==> src/rtl/debounce_sync.sv <==
// debounce_sync: conditions a bouncy asynchronous input (switch/button) into a
// clean level for a downstream flip-flop data input.
//
// A 2-flop synchroniser brings d_raw into the clk domain; a four-state FSM then
// requires STABLE_CYCLES consecutive synchronised samples of a new level before
// the clean output follows it. All outputs are registered.
//
// Ports:
//   clk     - system clock, all state updates on posedge
//   rst     - synchronous reset, active-high, priority over all other logic
//   d_raw   - asynchronous raw input, may bounce or glitch
//   d_clean - debounced level
//   rise    - one-cycle pulse on the cycle d_clean goes 0->1
//   fall    - one-cycle pulse on the cycle d_clean goes 1->0
//   busy    - high while a candidate level change is being qualified
module debounce_sync #(
   parameter int unsigned STABLE_CYCLES = 4,
   parameter int unsigned CNT_W         = 8
) (
   input  logic clk,
   input  logic rst,
   input  logic d_raw,
   output logic d_clean,
   output logic rise,
   output logic fall,
   output logic busy
);

   typedef enum logic [1:0] {
      StStableLo,
      StChkHi,
      StStableHi,
      StChkLo
   } state_e;

   // Count value reached on the sample just before the new level is accepted.
   localparam logic [CNT_W-1:0] CntLast = CNT_W'(STABLE_CYCLES - 1);
   localparam logic [CNT_W-1:0] CntOne  = CNT_W'(1);

   state_e           state_q;
   logic [CNT_W-1:0] cnt_q;
   logic             sync1_q;
   logic             sync2_q;
   logic             d_clean_q;
   logic             rise_q;
   logic             fall_q;
   logic             busy_q;

   // Only the second synchroniser stage is allowed to influence the FSM.
   logic s;
   assign s = sync2_q;

   always_ff @(posedge clk) begin
      if (rst) begin
         sync1_q   <= 1'b0;
         sync2_q   <= 1'b0;
         cnt_q     <= '0;
         state_q   <= StStableLo;
         d_clean_q <= 1'b0;
         rise_q    <= 1'b0;
         fall_q    <= 1'b0;
         busy_q    <= 1'b0;
      end else begin
         sync1_q <= d_raw;
         sync2_q <= sync1_q;
         rise_q  <= 1'b0;
         fall_q  <= 1'b0;

         case (state_q)
            StStableLo: begin
               if (s) begin
                  state_q <= StChkHi;
                  cnt_q   <= CntOne;
                  busy_q  <= 1'b1;
               end else begin
                  cnt_q  <= '0;
                  busy_q <= 1'b0;
               end
            end

            StChkHi: begin
               if (!s) begin
                  // Bounce rejected: back to the old level, output untouched.
                  state_q <= StStableLo;
                  cnt_q   <= '0;
                  busy_q  <= 1'b0;
               end else if (cnt_q == CntLast) begin
                  state_q   <= StStableHi;
                  cnt_q     <= '0;
                  d_clean_q <= 1'b1;
                  rise_q    <= 1'b1;
                  busy_q    <= 1'b0;
               end else begin
                  cnt_q  <= cnt_q + CntOne;
                  busy_q <= 1'b1;
               end
            end

            StStableHi: begin
               if (!s) begin
                  state_q <= StChkLo;
                  cnt_q   <= CntOne;
                  busy_q  <= 1'b1;
               end else begin
                  cnt_q  <= '0;
                  busy_q <= 1'b0;
               end
            end

            StChkLo: begin
               if (s) begin
                  state_q <= StStableHi;
                  cnt_q   <= '0;
                  busy_q  <= 1'b0;
               end else if (cnt_q == CntLast) begin
                  state_q   <= StStableLo;
                  cnt_q     <= '0;
                  d_clean_q <= 1'b0;
                  fall_q    <= 1'b1;
                  busy_q    <= 1'b0;
               end else begin
                  cnt_q  <= cnt_q + CntOne;
                  busy_q <= 1'b1;
               end
            end

            default: begin
               state_q <= StStableLo;
               cnt_q   <= '0;
               busy_q  <= 1'b0;
            end
         endcase
      end
   end

   assign d_clean = d_clean_q;
   assign rise    = rise_q;
   assign fall    = fall_q;
   assign busy    = busy_q;

endmodule

==> config.mk <==
export PLATFORM = sky130hd
export DESIGN_NAME = debounce_sync
export DESIGN_NICKNAME = d
export VERILOG_FILES = /design/src/rtl/debounce_sync.sv
export SDC_FILE = /design/constraint.sdc
export NUM_CORES = 1
export LEC_CHECK = 0
export BUFFER_PORTS_ARGS = -buffer_cell sky130_fd_sc_hd__buf_2
export CAP_MARGIN = 15
export CORE_AREA = 8 8 45 47
export CTS_CLUSTER_DIAMETER = 150
export DETAILED_ROUTE_END_ITERATION = 16
export DIE_AREA = 0 0 53 55
export PLACE_DENSITY = 0.68
export SYNTH_ARGS = -nofsm -noshare
export SYNTH_HDL_FRONTEND = slang
export SYNTH_SLANG_ARGS = --single-unit
==> constraint.sdc <==
create_clock -name clk -period 2.3 [get_ports clk]
set_clock_uncertainty 0.15 [all_clocks]
set_input_delay 0.115 -clock clk [delete_from_list [all_inputs] [get_ports clk]]
set_output_delay 0.115 -clock clk [all_outputs]
set_load 0.02 [all_outputs]
==> flow_summary.yaml <==
placement:
  place_congestion: 0.8247
  place_ws_ns: 0.4872
  portBuffers: 6
  post-dp-hpwl_um: 832
pwr:
  pwr-share-seq: 0.645
  pwr-share-comb: 0.045
  p_leak_nw: 0.2654
  clkPwrFrac: 0.310
  p_switching_mw: 0.08807
  p_int_mw: 0.3527
  power_mw: 0.4408
  ir_worst_vdd_mv: 0.2880
  power.density_mw_per_mm2: 598.1
  power_switching_share: 0.1998
routing:
  routed.top_layer: "met4"
  route.met3.wl_um: 68
  drc: 0
  routed_wl_um: 1140
  firstDrtPassIters: 4
  via_count: 493
  via_per_inst: 5.301
  dr.first_iter.drc_count: 10
  wl_met2_um: 525
  drt-met1-wl_um: 536
  ant_nets: 0
  drt-wirelength-per-cell_um: 12.26
worst_setup_path:
  r2r_end: "d_clean$_SDFFE_PP0P_"
  worst_ep_arrival_time_ns: 1.88
  end_kind: "flip-flop"
  rr_worst_depth: 4
  critPathTopFamily: "simple AND/OR/NAND/NOR gates"
  cp-start-kind: "flip-flop"
  critical_path.max_fanout: 4
  crit_end: "d_clean$_SDFFE_PP0P_"
  crit_start: "cnt_q[0]$_SDFF_PP0_"
  crit-reg2reg-launch: "cnt_q[0]$_SDFF_PP0_"
  cp.depth: 4
  max_stage_delay_ns: 0.49
  crit_type: "reg -> reg"
  crit_required_ns: 2.36
  rrSetupSlack_ns: 0.48
  worstPathCellList: "ha_1 -> or4b_4 -> or3_1 -> a31oi_1"
  crit_path_top_delay_cell: "or4b_4"
  critPathBufInv: 0
clocking:
  numCtsBuffers: 3
  clk_pin_slew_worst_paths_ns: 0.08
  clock_latency_ns: 0.27
  cts_buffer_depth: 2
  cts_tree: "done"
  htree_levels: 1
  cts_sinks: 16
  root_buffer: "clkbuf_4"
floorplanning:
  core-area_mm2: 0.001384
  fp.dieH_um: 55
  die_w_um: 53
  placementRows: 14
  initial_core_util: 0.4584
  die-area_mm2: 0.002915
  pin_count: 7
sta:
  hold_viol: 0
  tightest_slew_ns: 0.5147
  rsz0062_at_grt: "no"
  maxSlewViolCount: 0
  fin_hold_ws_ns: 0.3015
  fin_crit_ns: 1.821
  finalSetupTns_ns: 0
  fin_crit_sh: 0.7915
  fin_ws_ns: 0.4795
  timing.fmax_ghz: 0.5493
  slew_headroom: 0.6520
  setup_viol: 0
global_route:
  antenna_found_initial: 0
  grt_pass1_wl_um: 2021
  overflow: 0
  grtUsageTotal: 0.09545
  grt_max_degree: 9
  grt_pass1_vias: 470
worst_hold_path:
  hold_class: "reg -> reg"
  min_delay_path_depth: 1
yosys:
  ys_ff_latch: 16
  syn_area_um2: 634.4
  yosysSeqAreaShare: 0.5049
  syn-num-nets: 69
  netlist_instances: 65
  syn_avg_cell_area_um2: 9.759
  synth.distinct_cells: 26
  ys_warn_count: 0
final_layout:
  drive_above_1_share: 0.1558
  area_delta_synth_final_pct: 16.17
  nets: 83
  antenna-diode-count: 0
flow_run:
  maxCapViolCount: 0
outcome:
  outcome: "complete, no violations"
## flip-flops by register name, indices dropped and copies added (netlist names), named ones only
signal	cells
busy	1
cnt_q	8
d_clean	1
fall	1
rise	1
s	1
state_q	1
sync1_q	1
## worst min path at each step
stage	start	end	slack, ns
after detailed placement	d_raw	sync1_q$_SDFF_PP0_	0.19
after global placement	d_raw	sync1_q$_SDFF_PP0_	0.17
final	sync1_q$_SDFF_PP0_	s$_SDFF_PP0_	0.30
after global routing	sync1_q$_SDFF_PP0_	s$_SDFF_PP0_	0.32
after floorplan	rst	flip-flop	0.03
after CTS	sync1_q$_SDFF_PP0_	s$_SDFF_PP0_	0.31
## per-stage QoR
step / area (µm²) / utilization / cells
finish: 737.0 / 0.5326 / 93
global route: 737.0 / 0.5326 / 93
CTS: 737.0 / 0.5326 / 93
detailed placement: 684.4 / 0.4946 / 87
global placement: 684.4 / 0.4946 / 87
floorplan: 634.4 / - / 65
## layout by cell type, fill, tap and decap left out, types with 2 or more instances in the layout
cell / n
dfxtp_1: 16
o21ai_0: 6
buf_2: 6
or3_1: 4
nor3_1: 4
a21oi_1: 3
and2_1: 3
clkbuf_4: 3
dlygate4sd3_1: 3
nor2b_1: 2
inv_1: 2
or4b_4: 2
nand2_1: 2
nand3_1: 2
nand4_1: 2
a211oi_1: 2
xor2_1: 2
nor2_1: 2
## cells in the mapped netlist, drive strengths merged
| master | count | area [µm²] |
|---|---|---|
| nor2 | 2 | 7.510 |
| or4b | 2 | 27.53 |
| inv | 2 | 7.510 |
| a21o | 1 | 7.510 |
| or3 | 4 | 25.02 |
| xnor2 | 1 | 8.760 |
| and3 | 1 | 6.260 |
| nand3 | 2 | 10.01 |
| or2b | 1 | 8.760 |
| nand2 | 2 | 7.510 |
| o21ai | 6 | 30.03 |
| nor2b | 2 | 12.51 |
| nand4 | 2 | 12.51 |
| a211oi | 2 | 15.01 |
| nand2b | 1 | 6.260 |
| a21boi | 1 | 7.510 |
| nor3 | 4 | 20.02 |
| or2 | 1 | 6.260 |
| xor2 | 2 | 17.52 |
| nor4b | 1 | 8.760 |
| ha | 1 | 12.51 |
| and2 | 3 | 18.77 |
| a21oi | 3 | 15.01 |
| dfxtp | 16 | 320.3 |
| a211o | 1 | 8.760 |
| a31oi | 1 | 6.260 |
## area by class of cell
type	instances	area, µm²
fillers	135	646.9
well taps	16	20.02
flip-flops and latches	16	320.3
inverters	2	7.507
clock buffers	3	22.52
repair buffers	9	60.06
multi-input cells	47	306.5
## power by group through the flow
| stage | Clock [mW] | Combinational (mW) | Sequential, mW |
|---|---|---|---|
| after floorplan | 0 | 0.00712 | 0.293 |
| after detailed placement | 0 | 0.0161 | 0.291 |
| final | 0.137 | 0.0199 | 0.284 |
| after CTS | 0.145 | 0.0201 | 0.284 |
| after global routing | 0.161 | 0.0215 | 0.285 |
| after global placement | 0 | 0.0161 | 0.291 |
## kinds of logic after synthesis
group | share of synthesized area
AND/OR/NAND/NOR | 0.2801
flip-flops | 0.5049
AO/OA/AOI/OAI | 0.1420
XOR/XNOR | 0.04143
buffers and inverters | 0.01184
adder cells (fa/ha/maj) | 0.01972
## per-layer routing
metal	vias up	GRT usage
met5	-	0
met4	0	0.06466
met3	2	0.04278
met2	7	0.1445
met1	224	0.1060
li1	260	-
## what timing repair did
action / CTS / global route
setup buffers: 0 / 0
resized for setup: 0 / 0
hold buffers: 3 / 0
hold endpoints to repair: 6 / 0
## worst reg2reg max path, stage by stage (launching register included)
cell and delay, ns:
dfxtp_1 0.36, ha_1 0.23, or4b_4 0.49, or3_1 0.38, a31oi_1 0.15
Power figures use the tool's default switching activity.
